[config.mk]
export PLATFORM = sky130hd
export DESIGN_NAME = fb_arbiter
export DESIGN_NICKNAME = d
export VERILOG_FILES = /design/src/rtl/fb_pkg.sv /design/src/rtl/fb_wr_fifo.sv /design/src/rtl/fb_arbiter.sv
export SDC_FILE = /design/constraint.sdc
export NUM_CORES = 1
export LEC_CHECK = 0
export CAP_MARGIN = 20
export CORE_ASPECT_RATIO = 0.75
export CORE_MARGIN = 1.5
export CORE_UTILIZATION = 37
export DETAILED_ROUTE_END_ITERATION = 8
export PLACE_DENSITY = 0.78
export SLEW_MARGIN = 20
export SYNTH_ARGS = -nofsm -noshare
export SYNTH_HDL_FRONTEND = slang
export SYNTH_SLANG_ARGS = --single-unit
[constraint.sdc]
create_clock -name clk -period 1.95 [get_ports clk]
set_clock_uncertainty 0.15 [all_clocks]
set_input_delay 0.2925 -clock clk [delete_from_list [all_inputs] [get_ports clk]]
set_output_delay 0.2925 -clock clk [all_outputs]
set_load 0.01 [all_outputs]
[src/rtl/fb_pkg.sv]
// Shared defaults and clear-FSM state type for the framebuffer arbiter.
package fb_pkg;
   localparam int DEF_ADDR_W     = 15;
   localparam int DEF_DATA_W     = 8;
   localparam int DEF_FB_DEPTH   = 19200;
   localparam int DEF_FIFO_DEPTH = 4;

   typedef enum logic {
      IDLE  = 1'b0,
      CLEAR = 1'b1
   } fb_clr_state_t;
endpackage

[src/rtl/fb_wr_fifo.sv]
// Small write-request buffer (address + data) used when FB_WRITE_FIFO_EN is defined.
module fb_wr_fifo #(
   parameter int DEPTH  = 4,
   parameter int ADDR_W = 15,
   parameter int DATA_W = 8
) (
   input  logic              clk,
   input  logic              reset,
   input  logic              push_i,
   input  logic [ADDR_W-1:0] addr_i,
   input  logic [DATA_W-1:0] data_i,
   input  logic              pop_i,
   output logic [ADDR_W-1:0] addr_o,
   output logic [DATA_W-1:0] data_o,
   output logic              empty_o,
   output logic              full_o
);
   localparam int PW = (DEPTH > 1) ? $clog2(DEPTH) : 1;
   localparam int CW = $clog2(DEPTH + 1);

   logic [ADDR_W+DATA_W-1:0] ent_q [DEPTH];
   logic [PW-1:0]            wr_ptr_q, wr_ptr_d, rd_ptr_q, rd_ptr_d;
   logic [CW-1:0]            cnt_q, cnt_d;

   assign empty_o = (cnt_q == '0);
   assign full_o  = (cnt_q == CW'(DEPTH));
   assign {addr_o, data_o} = ent_q[rd_ptr_q];

   always_comb begin
      wr_ptr_d = wr_ptr_q;
      rd_ptr_d = rd_ptr_q;
      cnt_d    = cnt_q;
      if (push_i) wr_ptr_d = (wr_ptr_q == PW'(DEPTH-1)) ? '0 : wr_ptr_q + PW'(1);
      if (pop_i)  rd_ptr_d = (rd_ptr_q == PW'(DEPTH-1)) ? '0 : rd_ptr_q + PW'(1);
      case ({push_i, pop_i})
         2'b10:   cnt_d = cnt_q + CW'(1);
         2'b01:   cnt_d = cnt_q - CW'(1);
         default: cnt_d = cnt_q;
      endcase
   end

   always_ff @(posedge clk or negedge reset) begin
      if (!reset) begin
         wr_ptr_q <= '0;
         rd_ptr_q <= '0;
         cnt_q    <= '0;
      end else begin
         wr_ptr_q <= wr_ptr_d;
         rd_ptr_q <= rd_ptr_d;
         cnt_q    <= cnt_d;
      end
   end

   // Storage needs no reset; occupancy alone defines validity.
   always_ff @(posedge clk) begin
      if (push_i) ent_q[wr_ptr_q] <= {addr_i, data_i};
   end
endmodule

[src/rtl/fb_arbiter.sv]
// Single-port framebuffer arbiter: display read > clear write > application write.
// Optional write buffering is enabled by defining FB_WRITE_FIFO_EN.
module fb_arbiter
   import fb_pkg::*;
#(
   parameter int ADDR_W     = DEF_ADDR_W,
   parameter int DATA_W     = DEF_DATA_W,
   parameter int FB_DEPTH   = DEF_FB_DEPTH,
   parameter int FIFO_DEPTH = DEF_FIFO_DEPTH
) (
   input  logic              clk,
   input  logic              reset,
   input  logic              disp_req,
   input  logic [ADDR_W-1:0] disp_addr,
   output logic [DATA_W-1:0] disp_rdata,
   output logic              disp_rvalid,
   input  logic              wr_req,
   input  logic [ADDR_W-1:0] wr_addr,
   input  logic [DATA_W-1:0] wr_data,
   output logic              wr_ack,
   input  logic              clr_start,
   input  logic [DATA_W-1:0] clr_color,
   output logic              clr_busy,
   output logic              mem_en,
   output logic              mem_we,
   output logic [ADDR_W-1:0] mem_addr,
   output logic [DATA_W-1:0] mem_wdata,
   input  logic [DATA_W-1:0] mem_rdata
);
   localparam logic [ADDR_W-1:0] LAST_ADDR = ADDR_W'(FB_DEPTH - 1);

   fb_clr_state_t     state_q, state_d;
   logic [ADDR_W-1:0] cnt_q, cnt_d;
   logic [DATA_W-1:0] color_q, color_d;
   logic              rvalid_q, rvalid_d, roob_q, roob_d;

   logic              disp_hit, clr_go, wr_go, wq_empty;
   logic [ADDR_W-1:0] wa;
   logic [DATA_W-1:0] wd;

   assign disp_hit = disp_req && (disp_addr <= LAST_ADDR);
   assign clr_busy = (state_q == CLEAR);
   // A display request owns the slot even when its address is out of range.
   assign clr_go   = clr_busy && !disp_req && wq_empty;

`ifdef FB_WRITE_FIFO_EN
   logic fifo_full;

   fb_wr_fifo #(.DEPTH(FIFO_DEPTH), .ADDR_W(ADDR_W), .DATA_W(DATA_W)) u_wr_fifo (
      .clk     (clk),
      .reset   (reset),
      .push_i  (wr_ack),
      .addr_i  (wr_addr),
      .data_i  (wr_data),
      .pop_i   (wr_go),
      .addr_o  (wa),
      .data_o  (wd),
      .empty_o (wq_empty),
      .full_o  (fifo_full)
   );

   assign wr_ack = reset && wr_req && !fifo_full && !clr_busy;
   // Pending writes drain ahead of the clear so they cannot land on top of it.
   assign wr_go  = !disp_req && !wq_empty;
`else
   logic unused_fifo_cfg;

   assign unused_fifo_cfg = ^FIFO_DEPTH;
   assign wq_empty = 1'b1;
   assign wa       = wr_addr;
   assign wd       = wr_data;
   assign wr_go    = wr_req && !disp_req && !clr_busy;
   assign wr_ack   = reset && wr_go;
`endif

   always_comb begin
      mem_en    = 1'b0;
      mem_we    = 1'b0;
      mem_addr  = '0;
      mem_wdata = '0;
      if (reset) begin
         if (disp_req) begin
            mem_en   = disp_hit;
            mem_addr = disp_hit ? disp_addr : '0;
         end else if (clr_go) begin
            mem_en    = 1'b1;
            mem_we    = 1'b1;
            mem_addr  = cnt_q;
            mem_wdata = color_q;
         end else if (wr_go && (wa <= LAST_ADDR)) begin
            mem_en    = 1'b1;
            mem_we    = 1'b1;
            mem_addr  = wa;
            mem_wdata = wd;
         end
      end
   end

   always_comb begin
      state_d  = state_q;
      cnt_d    = cnt_q;
      color_d  = color_q;
      rvalid_d = disp_req;
      roob_d   = disp_req && !disp_hit;
      case (state_q)
         IDLE: if (clr_start) begin
            state_d = CLEAR;
            cnt_d   = '0;
            color_d = clr_color;
         end
         CLEAR: if (clr_go) begin
            if (cnt_q == LAST_ADDR) begin
               state_d = IDLE;
               cnt_d   = '0;
            end else begin
               cnt_d = cnt_q + ADDR_W'(1);
            end
         end
         default: state_d = IDLE;
      endcase
   end

   always_ff @(posedge clk or negedge reset) begin
      if (!reset) begin
         state_q  <= IDLE;
         cnt_q    <= '0;
         color_q  <= '0;
         rvalid_q <= 1'b0;
         roob_q   <= 1'b0;
      end else begin
         state_q  <= state_d;
         cnt_q    <= cnt_d;
         color_q  <= color_d;
         rvalid_q <= rvalid_d;
         roob_q   <= roob_d;
      end
   end

   assign disp_rvalid = rvalid_q;
   assign disp_rdata  = (rvalid_q && !roob_q) ? mem_rdata : '0;
endmodule

Word-level counts from Yosys, hierarchy flattened

Index checks and enable logic that the tools add are counted.

Multiplexer cells: 24
Add/subtract/negate cells: 1
Order comparisons: 2
Bitwise logic cells: 1
Equality and inequality tests: 3
Reduce and logical (&&, ||, !) cells: 14

Operator list:

| operator                | count |
|---|---|
| $mux W15                | 8 |
| $mux W8                 | 5 |
| $le A15 B15 Y1 const B  | 2 |
| $pmux W15 S2            | 1 |
| $add A15 B1 Y15 const B | 1 |
| $eq A15 B15 Y1 const B  | 1 |
| $mux W1                 | 9 |
| $logic_and A1 B1 Y1     | 8 |
| $logic_not A1 Y1        | 4 |
| $reduce_and A2 Y1       | 2 |
| $ne A2 B1 Y1 const B    | 1 |
| $ne A2 B2 Y1 const B    | 1 |
| $pmux W1 S2             | 1 |
| $not A1 Y1              | 1 |

Register bits after elaboration: 26
Input port bits: 59

Depth between registers and ports, before layout

Depth after elaboration: 8
Mapped depth: 7
Mapped depth without buffers: 5

Worst setup path after synthesis

No wires, ideal clock.

Kind: reg-to-output
From: reg state_q (netlist: clr_busy)
To: out mem_wdata[0]
Stages on the path, launching flop included: 6
Setup slack: -35 ps
Data required time: 1507 ps
Arrival: 1543 ps
Buffers on the path: 1
Cells stage by stage: dfrtp_1 buf_2 nor2b_1 and2_1 a21boi_1 a22o_1

Longest elaborated chain between the ends: 7

Ends and longest elaborated chain:

| element                | line              | source |
|---|---|---|
| from (decl)            | fb_arbiter.sv:32  | `fb_clr_state_t state_q, state_d;` |
| from (signal assigned) | fb_arbiter.sv:131 | `state_q <= state_d;` |
| $logic_not A1 Y1       | fb_arbiter.sv:72  | `assign wr_go = wr_req && !disp_req && !clr_busy;` |
| $logic_and A1 B1 Y1    | fb_arbiter.sv:72  |  |
| $logic_and A1 B1 Y1    | fb_arbiter.sv:90  | `end else if (wr_go && (wa <= LAST_ADDR)) begin` |
| $mux W8                | fb_arbiter.sv:90  |  |
| $mux W8 *              | fb_arbiter.sv:85  | `end else if (clr_go) begin` |
| $mux W8 *              | fb_arbiter.sv:82  | `if (disp_req) begin` |
| $mux W8 *              | fb_arbiter.sv:81  | `if (reset) begin` |
| to (decl)              | fb_arbiter.sv:27  | `output logic [DATA_W-1:0] mem_wdata,` |

Mark *: on every way between the ends. The rest lies on a longest branch, timed or not.

Worst setup path after layout

From: in disp_addr[8]
To: out mem_addr[7]

Longest elaborated chain between the ends: 5

Ends and longest elaborated chain:

| element             | line             | source |
|---|---|---|
| from (decl)         | fb_arbiter.sv:14 | `input logic [ADDR_W-1:0] disp_addr,` |
| $le A15 B15 Y1      | fb_arbiter.sv:41 | `assign disp_hit = disp_req && (disp_addr <= LAST_ADDR);` |
| $logic_and A1 B1 Y1 | fb_arbiter.sv:41 |  |
| $mux W15            | fb_arbiter.sv:84 | `mem_addr = disp_hit ? disp_addr : '0;` |
| $mux W15            | fb_arbiter.sv:82 |  |
| $mux W15            | fb_arbiter.sv:81 |  |
| to (decl)           | fb_arbiter.sv:26 | `output logic [ADDR_W-1:0] mem_addr,` |

Every way passes these cells.

==> impl_metrics.env <==
export IMPL_ir_worst_vdd_mv=0.3936
export IMPL_overflow=0
export IMPL_die_x_um=85.79
export IMPL_p_sw_w=0.0004737
export IMPL_antenna_left=0
export IMPL_synth_compound_area_share_pct=28.29
export IMPL_total_power_w=0.001667
export IMPL_hold_viol_final=0
export IMPL_fp_coreArea_um2=4927
export IMPL_rows=22
export IMPL_hp_class="primary input to asynchronous set/reset pin"
export IMPL_start_util_pct=38.60
export IMPL_drc=0
export IMPL_num_antenna_cells=0
export IMPL_synth_ff_type="dfrtp_1"
export IMPL_synth_area_um2=1902
export IMPL_crit_required_ns=1.51
export IMPL_grt_use_met1_pct=34.63
export IMPL_num_vias=2350
export IMPL_met3_usage_pct=4.774
export IMPL_synth_nets=287
export IMPL_grt_pass1_wl_um=10900
export IMPL_multi_input_area_um2=1305
export IMPL_busiest_layer="met2"
export IMPL_avgSynthCellArea_um2=8.378
export IMPL_cts_tree="built"
export IMPL_ys_ff_latch=26
export IMPL_synth_seq_area_share_pct=34.21
export IMPL_grt_pass1_vias=2214
export IMPL_pin_count=95
export IMPL_p_seq_share_pct=39.7
export IMPL_die_area_um2=5584
export IMPL_synthArstFlopShare_pct=100.0
export IMPL_p_leak_nw=1.572
export IMPL_power_internal_w=0.001193
export IMPL_grt_max_degree=21
export IMPL_power_frac_clock_pct=26.7
export IMPL_place_hpwl_um=4977
export IMPL_grt_use_total_pct=24.42
export IMPL_synth_top_family_by_area="compound AO/OA/AOI/OAI gates"
export IMPL_viasPerCell=5.595
export IMPL_areaGrowthSynthToFinish_pct=74.80
export IMPL_dp_cells=402
export IMPL_synth_warnings=0
export IMPL_synth_area_top_cells="dfrtp_1 34%, a22o_1 9.2%, nand2_1 6.3%, o21ai_0 5.3%, mux2_2 4.7%"
export IMPL_place_congestion=0.8666
export IMPL_cts_root_buf="clkbuf_8"
export IMPL_status="finished, violations left"
export IMPL_cts_sinks=26
export IMPL_synthXorXnorAreaFrac_pct=0
export IMPL_final_area_um2=3324
export IMPL_fmax_mhz=474.6
export IMPL_p_comb_share_pct=33.6
export IMPL_critPathKind="primary input to primary output"
export IMPL_regArea_um2=651.9
export IMPL_synth_mux_area_share_pct=5.263
export IMPL_htree_levels=1
export IMPL_cts_buffers=3
export IMPL_crit_arrival_ns=1.66
export IMPL_numPortBuffers=94
export IMPL_endpoint_kind="primary output"
export IMPL_nets=421
export IMPL_antenna_found_initial=0
export IMPL_max_slew_margin_pct=57.97
export IMPL_min_period_ns=2.107
export IMPL_crit_fanout=3
export IMPL_max_slew_worst_pin_slew_ns=0.6281
export IMPL_clkLatencyLatePin_ns=0.27
export IMPL_synth_top_area_share_pct=34.21
export IMPL_die_h_um=65.09
export IMPL_cellPowerDensity_nw_per_um2=501.3
export IMPL_synthDistinctLibCells=49
export IMPL_rsz0062_at_grt="true"
export IMPL_clk_pin_slew_ns=0.09
export IMPL_synth_edf_count=0
export IMPL_fin_crit_sh_pct=108.1
export IMPL_dr_first_iter_drc_count=158
export IMPL_maxSlewViolCount=0
export IMPL_fin_cells=420
export IMPL_use_met2_pct=39.96
export IMPL_drive_gt1_share_pct=33.33
export IMPL_max_cap_viol_count=0
export IMPL_switching_share_pct=28.42
export IMPL_finalSetupViolations=25
export IMPL_clockBufferDepth=2
export IMPL_synthAdderAreaFrac_pct=0.6579
export IMPL_synth_common_cells="32 x nand2_1, 26 x dfrtp_1, 20 x a22o_1, 20 x o21ai_0"
export IMPL_n_fill_cell=388
export IMPL_placed_area_um2=3123
export IMPL_drt_wl_total_um=6968
export IMPL_routedWlPerCell_um=16.59
export IMPL_synthCells=227
export IMPL_setup_slack_ns=-0.1570
export IMPL_hold_buffers=0
export IMPL_yosysTopAreaCell="dfrtp_1"
export IMPL_startpoint_type="primary input"
export IMPL_yosys_area_share_simple_pct=26.78
export IMPL_yosysMostFrequentCell="nand2_1"
export IMPL_dr_pass1_iters=4
export IMPL_violations="setup timing"
-- cell type report --
class,instances,share of cell area [%]
multi-input cells,181,39.25
repair buffers,143,36.06
flip-flops and latches,26,19.61
well taps,60,2.258
clock buffers,3,1.242
clock inverters,1,0.9033
inverters,6,0.6775
-- final timing paths --
path                               startpoint          end  slack (ns)  cells past startpoint
worst max-delay path             disp_addr[8]  mem_addr[7]       -0.16                      9
worst min-delay path                    reset   color_q[3]        0.06                      3
worst max register to register       cnt_q[1]     cnt_q[5]       -0.01                      5
worst min register to register     color_q[4]   color_q[4]        0.36                      1
max in group asynchronous               reset     cnt_q[2]        1.29                      3
min in group clk                disp_addr[14]       roob_q        0.32                      2
-- placed cells by master, fill, tap and decap left out, types with 3 or more instances in the layout --
cell type / Yosys / final
dlymetal6s2s_1: 0 / 5
o21ai_2: 0 / 4
o21ai_1: 2 / 8
nand2b_1: 3 / 3
clkdlybuf4s50_1: 0 / 42
nand2_1: 32 / 32
nand3_1: 5 / 5
o21ai_0: 20 / 10
buf_6: 1 / 7
nor4_1: 4 / 4
a21oi_1: 7 / 5
mux2_2: 8 / 8
nand4_1: 6 / 6
a31oi_1: 10 / 9
dfrtp_1: 26 / 25
clkdlybuf4s15_1: 0 / 6
inv_1: 6 / 5
clkbuf_8: 0 / 3
dlygate4sd2_1: 0 / 11
and2_1: 10 / 9
buf_2: 3 / 27
a22o_1: 20 / 20
or4_1: 3 / 3
and3_1: 4 / 3
buf_4: 0 / 42
nor2_1: 7 / 7
-- per-stage QoR --
stage | util (%) | TNS [ns] | hold WS, ns | setup slack [ns]
2_1_floorplan | - | 0 | -0.1531 | 0.008007
3_3_place_gp | 63.38 | -19.05 | 0.3416 | -0.7359
3_5_place_dp | 63.38 | -20.35 | 0.3472 | -0.7887
4_1_cts | 65.54 | -0.9653 | 0.08167 | -0.1048
5_1_grt | 67.47 | -3.863 | 0.07199 | -0.2088
6_report | 67.47 | -1.531 | 0.05987 | -0.1570
-- power by group through the flow --
| stage | combinational, W | sequential [W] | clock [W] |
|---|---|---|---|
| 6_report | 0.000560 | 0.000661 | 0.000445 |
| 5_1_grt | 0.000605 | 0.000672 | 0.000477 |
| 4_1_cts | 0.000515 | 0.000646 | 0.000451 |
| 3_5_place_dp | 0.000507 | 0.000656 | 0 |
| 3_3_place_gp | 0.000500 | 0.000652 | 0 |
| 2_1_floorplan | 0.000216 | 0.000631 | 0 |
-- critical path: stages --
cell and delay, ns:
buf_6 0.09, a21o_1 0.19, a211o_1 0.31, a21oi_2 0.19
buf_4 0.16, buf_6 0.09, buf_6 0.08, a22o_1 0.12
buf_2 0.12
-- kinds of logic after synthesis --
family / Yosys count
multiplexers: 9
adder cells (fa/ha/maj): 1
buffers and inverters: 21
AND/OR/NAND/NOR: 92
AO/OA/AOI/OAI: 78
flip-flops: 26
-- metal layers --
metal	part of all wire [%]	vias up
met1	46	1098
met3	7.9	7
met4	0.53	0
met5	0	-
met2	46	116
li1	-	1129
-- sequential cells by signal, summed over array words and instances, names as in the netlist --
name,flops
clr_busy,1
cnt_q,15
color_q,8
disp_rvalid,1
roob_q,1
-- what timing repair did --
| action | 4_1_cts | 5_1_grt |
|---|---|---|
| setup endpoints to repair | 35 | 34 |
| gates resized for setup | 174 | 22 |
| buffers inserted | 10 | 3 |
| pin swaps | 28 | 18 |
| gates cloned | 3 | 1 |
No activity file was read; power rests on OpenSTA's default activity.
